File: src/rtl/l1_mem_arbiter.sv
// l1_mem_arbiter: shares one main-memory port between the L1 I-cache refill
// path and the L1 D-cache refill/write-back path. One requester owns the port
// for a whole block burst, one word per mem_ack, then gets a done pulse.
// Optional feature macro: ARB_ROUND_ROBIN_EN (alternate winners on contention
// instead of the default fixed D-over-I priority).
module l1_mem_arbiter #(
  parameter int ADDR_W      = 32,
  parameter int BLOCK_WORDS = 4
) (
  input  logic              clock,
  input  logic              reset,
  input  logic              i_req,
  input  logic [ADDR_W-1:0] i_addr,
  output logic [31:0]       i_rdata,
  output logic              i_ready,
  output logic              i_done,
  input  logic              d_req,
  input  logic              d_we,
  input  logic [ADDR_W-1:0] d_addr,
  input  logic [31:0]       d_wdata,
  output logic [31:0]       d_rdata,
  output logic              d_ready,
  output logic              d_done,
  output logic              mem_req,
  output logic              mem_we,
  output logic [ADDR_W-1:0] mem_addr,
  output logic [31:0]       mem_wdata,
  input  logic [31:0]       mem_rdata,
  input  logic              mem_ack
);

  localparam int BEAT_W = $clog2(BLOCK_WORDS);
  localparam int OFF_W  = BEAT_W + 2;
  localparam logic [BEAT_W-1:0] LAST_BEAT = BEAT_W'(BLOCK_WORDS - 1);

  typedef enum logic [1:0] {IDLE, I_BURST, D_BURST, DONE} state_t;

  state_t                   state;
  logic [ADDR_W-OFF_W-1:0]  base_blk;
  logic [BEAT_W-1:0]        beat;
  logic                     owner_d;
  logic                     grant_d;
  logic                     addr_low_unused;

  // Byte-offset bits inside a block are dropped by the alignment and never used.
  assign addr_low_unused = ^{i_addr[OFF_W-1:0], d_addr[OFF_W-1:0]};

`ifdef ARB_ROUND_ROBIN_EN
  logic last_d;

  // On contention the side that did not win last time is chosen.
  always_comb begin
    grant_d = d_req & (~i_req | ~last_d);
  end

  // Remember the winner of every grant; starts as I so the first tie goes to D.
  always_ff @(posedge clock or negedge reset) begin
    if (!reset)
      last_d <= 1'b0;
    else if (state == IDLE && (i_req || d_req))
      last_d <= grant_d;
  end
`else
  // Fixed priority: the D side wins any tie.
  always_comb begin
    grant_d = d_req;
  end
`endif

  // Arbitration and burst sequencing; mem_req, mem_we and done are registered.
  always_ff @(posedge clock or negedge reset) begin
    if (!reset) begin
      state    <= IDLE;
      base_blk <= '0;
      beat     <= '0;
      owner_d  <= 1'b0;
      mem_req  <= 1'b0;
      mem_we   <= 1'b0;
      i_done   <= 1'b0;
      d_done   <= 1'b0;
    end else begin
      case (state)
        IDLE: begin
          i_done <= 1'b0;
          d_done <= 1'b0;
          if (i_req || d_req) begin
            beat    <= '0;
            owner_d <= grant_d;
            mem_req <= 1'b1;
            if (grant_d) begin
              state    <= D_BURST;
              base_blk <= d_addr[ADDR_W-1:OFF_W];
              mem_we   <= d_we;
            end else begin
              state    <= I_BURST;
              base_blk <= i_addr[ADDR_W-1:OFF_W];
              mem_we   <= 1'b0;
            end
          end
        end
        I_BURST, D_BURST: begin
          if (mem_ack) begin
            if (beat == LAST_BEAT) begin
              state   <= DONE;
              mem_req <= 1'b0;
              mem_we  <= 1'b0;
              i_done  <= ~owner_d;
              d_done  <= owner_d;
            end else begin
              beat <= beat + BEAT_W'(1);
            end
          end
        end
        DONE: begin
          state  <= IDLE;
          i_done <= 1'b0;
          d_done <= 1'b0;
        end
        default: state <= IDLE;
      endcase
    end
  end

  // Beat address stays inside the aligned block; data paths are direct copies.
  always_comb begin
    mem_addr  = {base_blk, beat, 2'b00};
    mem_wdata = (state == D_BURST && mem_we) ? d_wdata : 32'h0;
    i_ready   = (state == I_BURST) && mem_ack;
    d_ready   = (state == D_BURST) && mem_ack;
    i_rdata   = mem_rdata;
    d_rdata   = mem_rdata;
  end

endmodule

File: config.mk
export PLATFORM = sky130hd
export DESIGN_NAME = l1_mem_arbiter
export DESIGN_NICKNAME = d
export VERILOG_FILES = /design/src/rtl/l1_mem_arbiter.sv
export SDC_FILE = /design/constraint.sdc
export NUM_CORES = 1
export LEC_CHECK = 0
export ABC_AREA = 1
export BUFFER_PORTS_ARGS = -buffer_cell sky130_fd_sc_hd__buf_4
export CORE_AREA = 2 2 103 105
export CTS_CLUSTER_DIAMETER = 100
export DETAILED_ROUTE_END_ITERATION = 10
export DIE_AREA = 0 0 105 107
export RECOVER_POWER = 25
export SETUP_SLACK_MARGIN = 0.05
export SKIP_CTS_REPAIR_TIMING = 1
export SYNTH_ARGS = -nofsm -noshare
export SYNTH_HDL_FRONTEND = slang
export SYNTH_SLANG_ARGS = --single-unit
File: constraint.sdc
create_clock -name clock -period 2.5 [get_ports clock]
set_input_delay 0.125 -clock clock [delete_from_list [all_inputs] [get_ports clock]]
set_output_delay 0.125 -clock clock [all_outputs]
set_load 0.05 [all_outputs]
======== Word-level counts from Yosys, hierarchy flattened ========
Cells that the tools add are included.
storage, ports and cells
  flip-flop bits (word level) ............. 37
  bits of input ports ..................... 134
cells by class
  add/subtract/negate cells ............... 1
  equal/unequal tests ..................... 8
  multiplexer cells ....................... 24
  bitwise logic cells ..................... 1
  reductions and logical operators ........ 13
operator list
  kind                                                 number
  two-way mux 32 bit                                   1
  two-way mux 28 bit                                   1
  two-way mux 2 bit                                    7
  two-way mux 1 bit                                    9
  inequality test 2 bit, second input constant         4
  one-hot mux 1 bit (2 select lines)                   4
  AND reduction 4 bit                                  2
  equality test 2 bit, second input constant           3
  one-hot mux 2 bit (3 select lines)                   1
  one-hot mux 2 bit (2 select lines)                   1
  AND reduction 2 bit                                  2
  OR reduction 2 bit                                   2
  logical AND 1 bit                                    3
  AND reduction 3 bit                                  1
  adder 2 x 1 -> 2 bit, second input constant          1
  equality test 2 x 1 -> 1 bit, second input constant  1
  zero test 2 bit                                      1
  nonzero test 2 bit                                   1
  logical OR 1 bit                                     1
  NOT 1 bit                                            1

======== Logic depth before layout (Yosys ltp) ========
  depth in word-level cells ............... 4
  depth in mapped cells ................... 8
  depth with buffers taken out ............ 7

======== Worst setup path before layout ========
Ideal clock, no wire load.
  path kind ............................... reg2out
  start ................................... register mem_we
  end ..................................... output mem_wdata[10]
  data arrival time ....................... 1705 ps
  slack ................................... 670 ps
  cell stages (with the launch flop) ...... 4
  buffers on the path ..................... 1
  path through ............................ dfrtp_1 -> nand2_1 -> clkbuf_1 -> nor2_1
on the way
  word-level cells in the longest chain between the ends .. 2
RTL lines
  item                    RTL line  source
  start, declared         25        output logic mem_we,
  start signal, assigned  93        mem_we <= d_we;
  logical AND 1 bit       127       mem_wdata = (state == D_BURST && mem_we) ? d_wdata : 32'h0;
  two-way mux 32 bit      127
  end, declared           27        output logic [31:0] mem_wdata,
Every way passes these cells.

======== Worst setup path in the final report ========
  start ................................... register state[0]
  end ..................................... output mem_wdata[27]
on the way
  word-level cells in the longest chain between the ends .. 3
RTL lines
  item                    RTL line  source
  start, declared         38        state_t state;
  start signal, assigned  73        state <= IDLE;
  start signal, assigned  91        state <= D_BURST;
  start signal, assigned  95        state <= I_BURST;
  equality test 2 bit     127
  logical AND 1 bit       127
  two-way mux 32 bit      127
Every way passes these cells.

==> results by group <==
Power and ir drop
  • P_leak: approximately 2.3 nW
  • Pwr Total: 3.92 mW
  • PwrDens: about 1100 nW/um^2
  • Maximum VDD drop: 0.604 mV

Timing
  • # setup viols final: 0
  • Worst slew margin: about three fifths
  • Final max-slew violation count: 0
  • Final hold vios: 0
  • RSZ-0062 raised after global routing: false
  • Highest Clock Rate: around 0.55 GHz
  • Final setup margin: 0.676 ns
  • Post-route minimum period: around 1.8 ns
  • Slew @ Worst Pin: a little over 0.6 ns
  • Fin crit share: between 70 and 80%
  • Clk_skew: 0.00822 ns
  • Sum Neg Setup Slack: 0 ns

Setup path
  • Slowest stage delay, CP: about 0.41 ns
  • Crit path max-delay family: buffers and inverters
  • Crit path capture type: output pin
  • CP Max Fanout: 32
  • Cell mode on critical path: buf_4
  • Crit path DAT: around 1.7 ns
  • CP required: about 2.4 ns
  • Worst path buffer plus inverter count: 3
  • Crit-path cells: inv_1, ha_1, nand2_1, buf_4, nor2_1, buf_4
  • Crit Path Class: flop to output pin
  • Slowest cell on crit path: dfrtp_1
  • Startpoint types: flop

Route
  • Pre-Repair DR Iteration Count: 4
  • DRC: 0
  • Routed WL per cell: 14.1 um
  • Drt initial violations: between 90 and 100
  • Routed Antenna Nets: 0
  • Routed wire length: approximately 9100 um
  • Vias after detailed routing: between 2,000 and 3,000
  • Avg Vias per Cell: about 4.1

Yosys
  • Syn Inst Count: around 420
  • Compound-Gate Fraction of Synth Area: 1.44%
  • Sequential share of the synthesized area: 34.3%
  • Netlist cell types: 15
  • Mapped Area: between 2000 and 3000 um^2
  • Combinational family with the most area after synthesis: simple AND/OR/NAND/NOR gates
  • FF+latch count, synth: 37
  • Mux contribution to synthesized area: 0%
  • Mean area per synthesized cell: 6.47 um^2
  • Post-synthesis simple-gate area fraction: approximately 34%
  • Warnings, synthesis: 0
  • Adder-Cell Fraction of Synth Area: 2.32%
  • Post-synthesis xor/xnor area fraction: 0%

Layout
  • Area of the multi-input gates: 1020 um^2
  • FF+latch area: a little over 900 um^2
  • Fill count: approximately 1,100
  • Fin cells: ~650
  • Area added between synthesis and finish: 35.0%
  • Final nets: 647
  • Antenna diodes: 0
  • Layout cells sized above 1: 34.2%

Place
  • Global placement routability congestion: 0.798
  • Placed cells: 636
  • DP Wirelength: 7550 um
  • # port buffers: 161
  • Pre-CTS WS: around 0.76 ns

CTS
  • Worst-Skew Late Latency: approximately 0.28 ns
  • Num CTS Buffers: 5
  • Root Buffer: clkbuf_8
  • H-tree Lvls: 2
  • TritonCTS clock tree: done
  • Deepest clock path buffer count: 2
  • Clk slew on worst S/H paths: around 0.080 ns
  • Clock tree sinks: 37

Floorplan
  • Die area: roughly 11,000 um^2
  • # IOs: ~270
  • Core box area: between 10,000 and 15,000 um^2
  • Row cnt: 37
  • Die width: 105 um
  • Chip Height: between 100 and 150 um
  • Initial core utilization: 26.7%

GRT
  • Vias in the first global route: between 2,000 and 3,000
  • GRT Util Overall: 15.6%
  • Largest net degree at the start of global routing: 38
  • Initial antenna violation count: 0
  • Gr ovfl total: 0
  • First-pass GRT wire length: about 14,000 um

Status
  • Status: finished, final reports clean

Worst hold path
  • Type of the worst min-delay path: input pin to flop

Run
  • Max cap viols: 0
-- worst min-delay path: stages --
cell	delay, ns
buf_4	0.07
nand2_1	0.04
nand2_1	0.05
nand2_1	0.05
nand2_1	0.04
-- Yosys cell counts --
master | n | area [um^2]
a21oi_1 | 1 | 5.00
buf_2 | 9 | 45.0
buf_4 | 67 | 503
buf_6 | 2 | 22.5
clkbuf_1 | 5 | 18.8
conb_1 | 1 | 3.75
dfrtp_1 | 37 | 926
ha_1 | 5 | 62.6
inv_1 | 42 | 158
inv_2 | 1 | 3.75
nand2_1 | 196 | 736
nand3_1 | 9 | 45.0
nor2_1 | 36 | 135
o21ai_0 | 5 | 25.0
o21ai_2 | 1 | 8.76
-- per-stage QoR --
| step | hold WS (ns) | instance area, um^2 | util [%] |
|---|---|---|---|
| floorplan | -0.171 | 2700 | - |
| global placement | 0.113 | 3520 | 34.9 |
| detailed placement | 0.122 | 3520 | 34.9 |
| CTS | -0.195 | 3630 | 36.0 |
| global route | 0.114 | 3640 | 36.1 |
| finish | 0.120 | 3640 | 36.1 |
-- worst paths after layout --
path / startpoint / to / slack [ns] / depth (start not counted)
min: i_addr[15] / base_blk[11] / 0.12 / 5
max: state[0] / mem_wdata[27] / 0.68 / 6
max reg2reg: state[0] / base_blk[16] / 0.79 / 6
max in group asynchronous: reset / base_blk[18] / 1.82 / 2
min reg2reg: base_blk[8] / base_blk[8] / 0.49 / 2
min in group asynchronous: reset / base_blk[3] / 0.34 / 2
-- cell families (layout without fill, tap and decap cells) --
kind of cell / after synthesis / in the layout
AND/OR/NAND/NOR: 241 / 241
AO/OA/AOI/OAI: 7 / 7
adder cells (fa/ha/maj): 5 / 5
buffers and inverters: 126 / 217
flip-flops: 37 / 37
other: 1 / 2
-- metal layers --
| layer | global-route usage [%] | wire, um | vias to the layer above |
|---|---|---|---|
| met1 | 16.8 | 3400 | 1133 |
| met3 | 5.71 | 842 | 6 |
| met4 | 2.76 | 53 | 0 |
| met2 | 29.5 | 4800 | 149 |
| met5 | 0 | 0 | - |
| li1 | - | - | 1325 |
-- cells in the final DEF, fill, tap and decap left out --
cell type        n
nand2_1        196
buf_4          165
inv_1           42
dfrtp_1         37
nor2_1          36
nand3_1          9
o21ai_0          5
ha_1             5
clkbuf_8         5
conb_1           2
o21ai_2          1
inv_2            1
a21oi_1          1
clkbuf_1         1
clkinv_4         1
bufinv_16        1
dlygate4sd3_1    1
-- power breakdown --
| part | switching, mW | internal, mW | total [mW] |
|---|---|---|---|
| Combinational | 1.68 | 0.703 | 2.38 |
| Sequential | 0.160 | 0.859 | 1.02 |
| Clock | 0.222 | 0.300 | 0.522 |
-- state kept, by name (all words and copies together), names as in the netlist --
register and cells:
mem_req 1, owner_d 1, beat 2, base_blk 28, i_done 1, state 2, mem_we 1, d_done 1
-- area by class of cell --
class,count,share of cell area [%]
clock buffer,6,1.99
inverter,43,4.43
clock inverter,2,1.06
tap,136,4.67
timing repair buffer,166,34.3
sequential,37,25.4
multi-input combinational,255,28.1
Note: power is estimated with default switching activity, not from simulation.
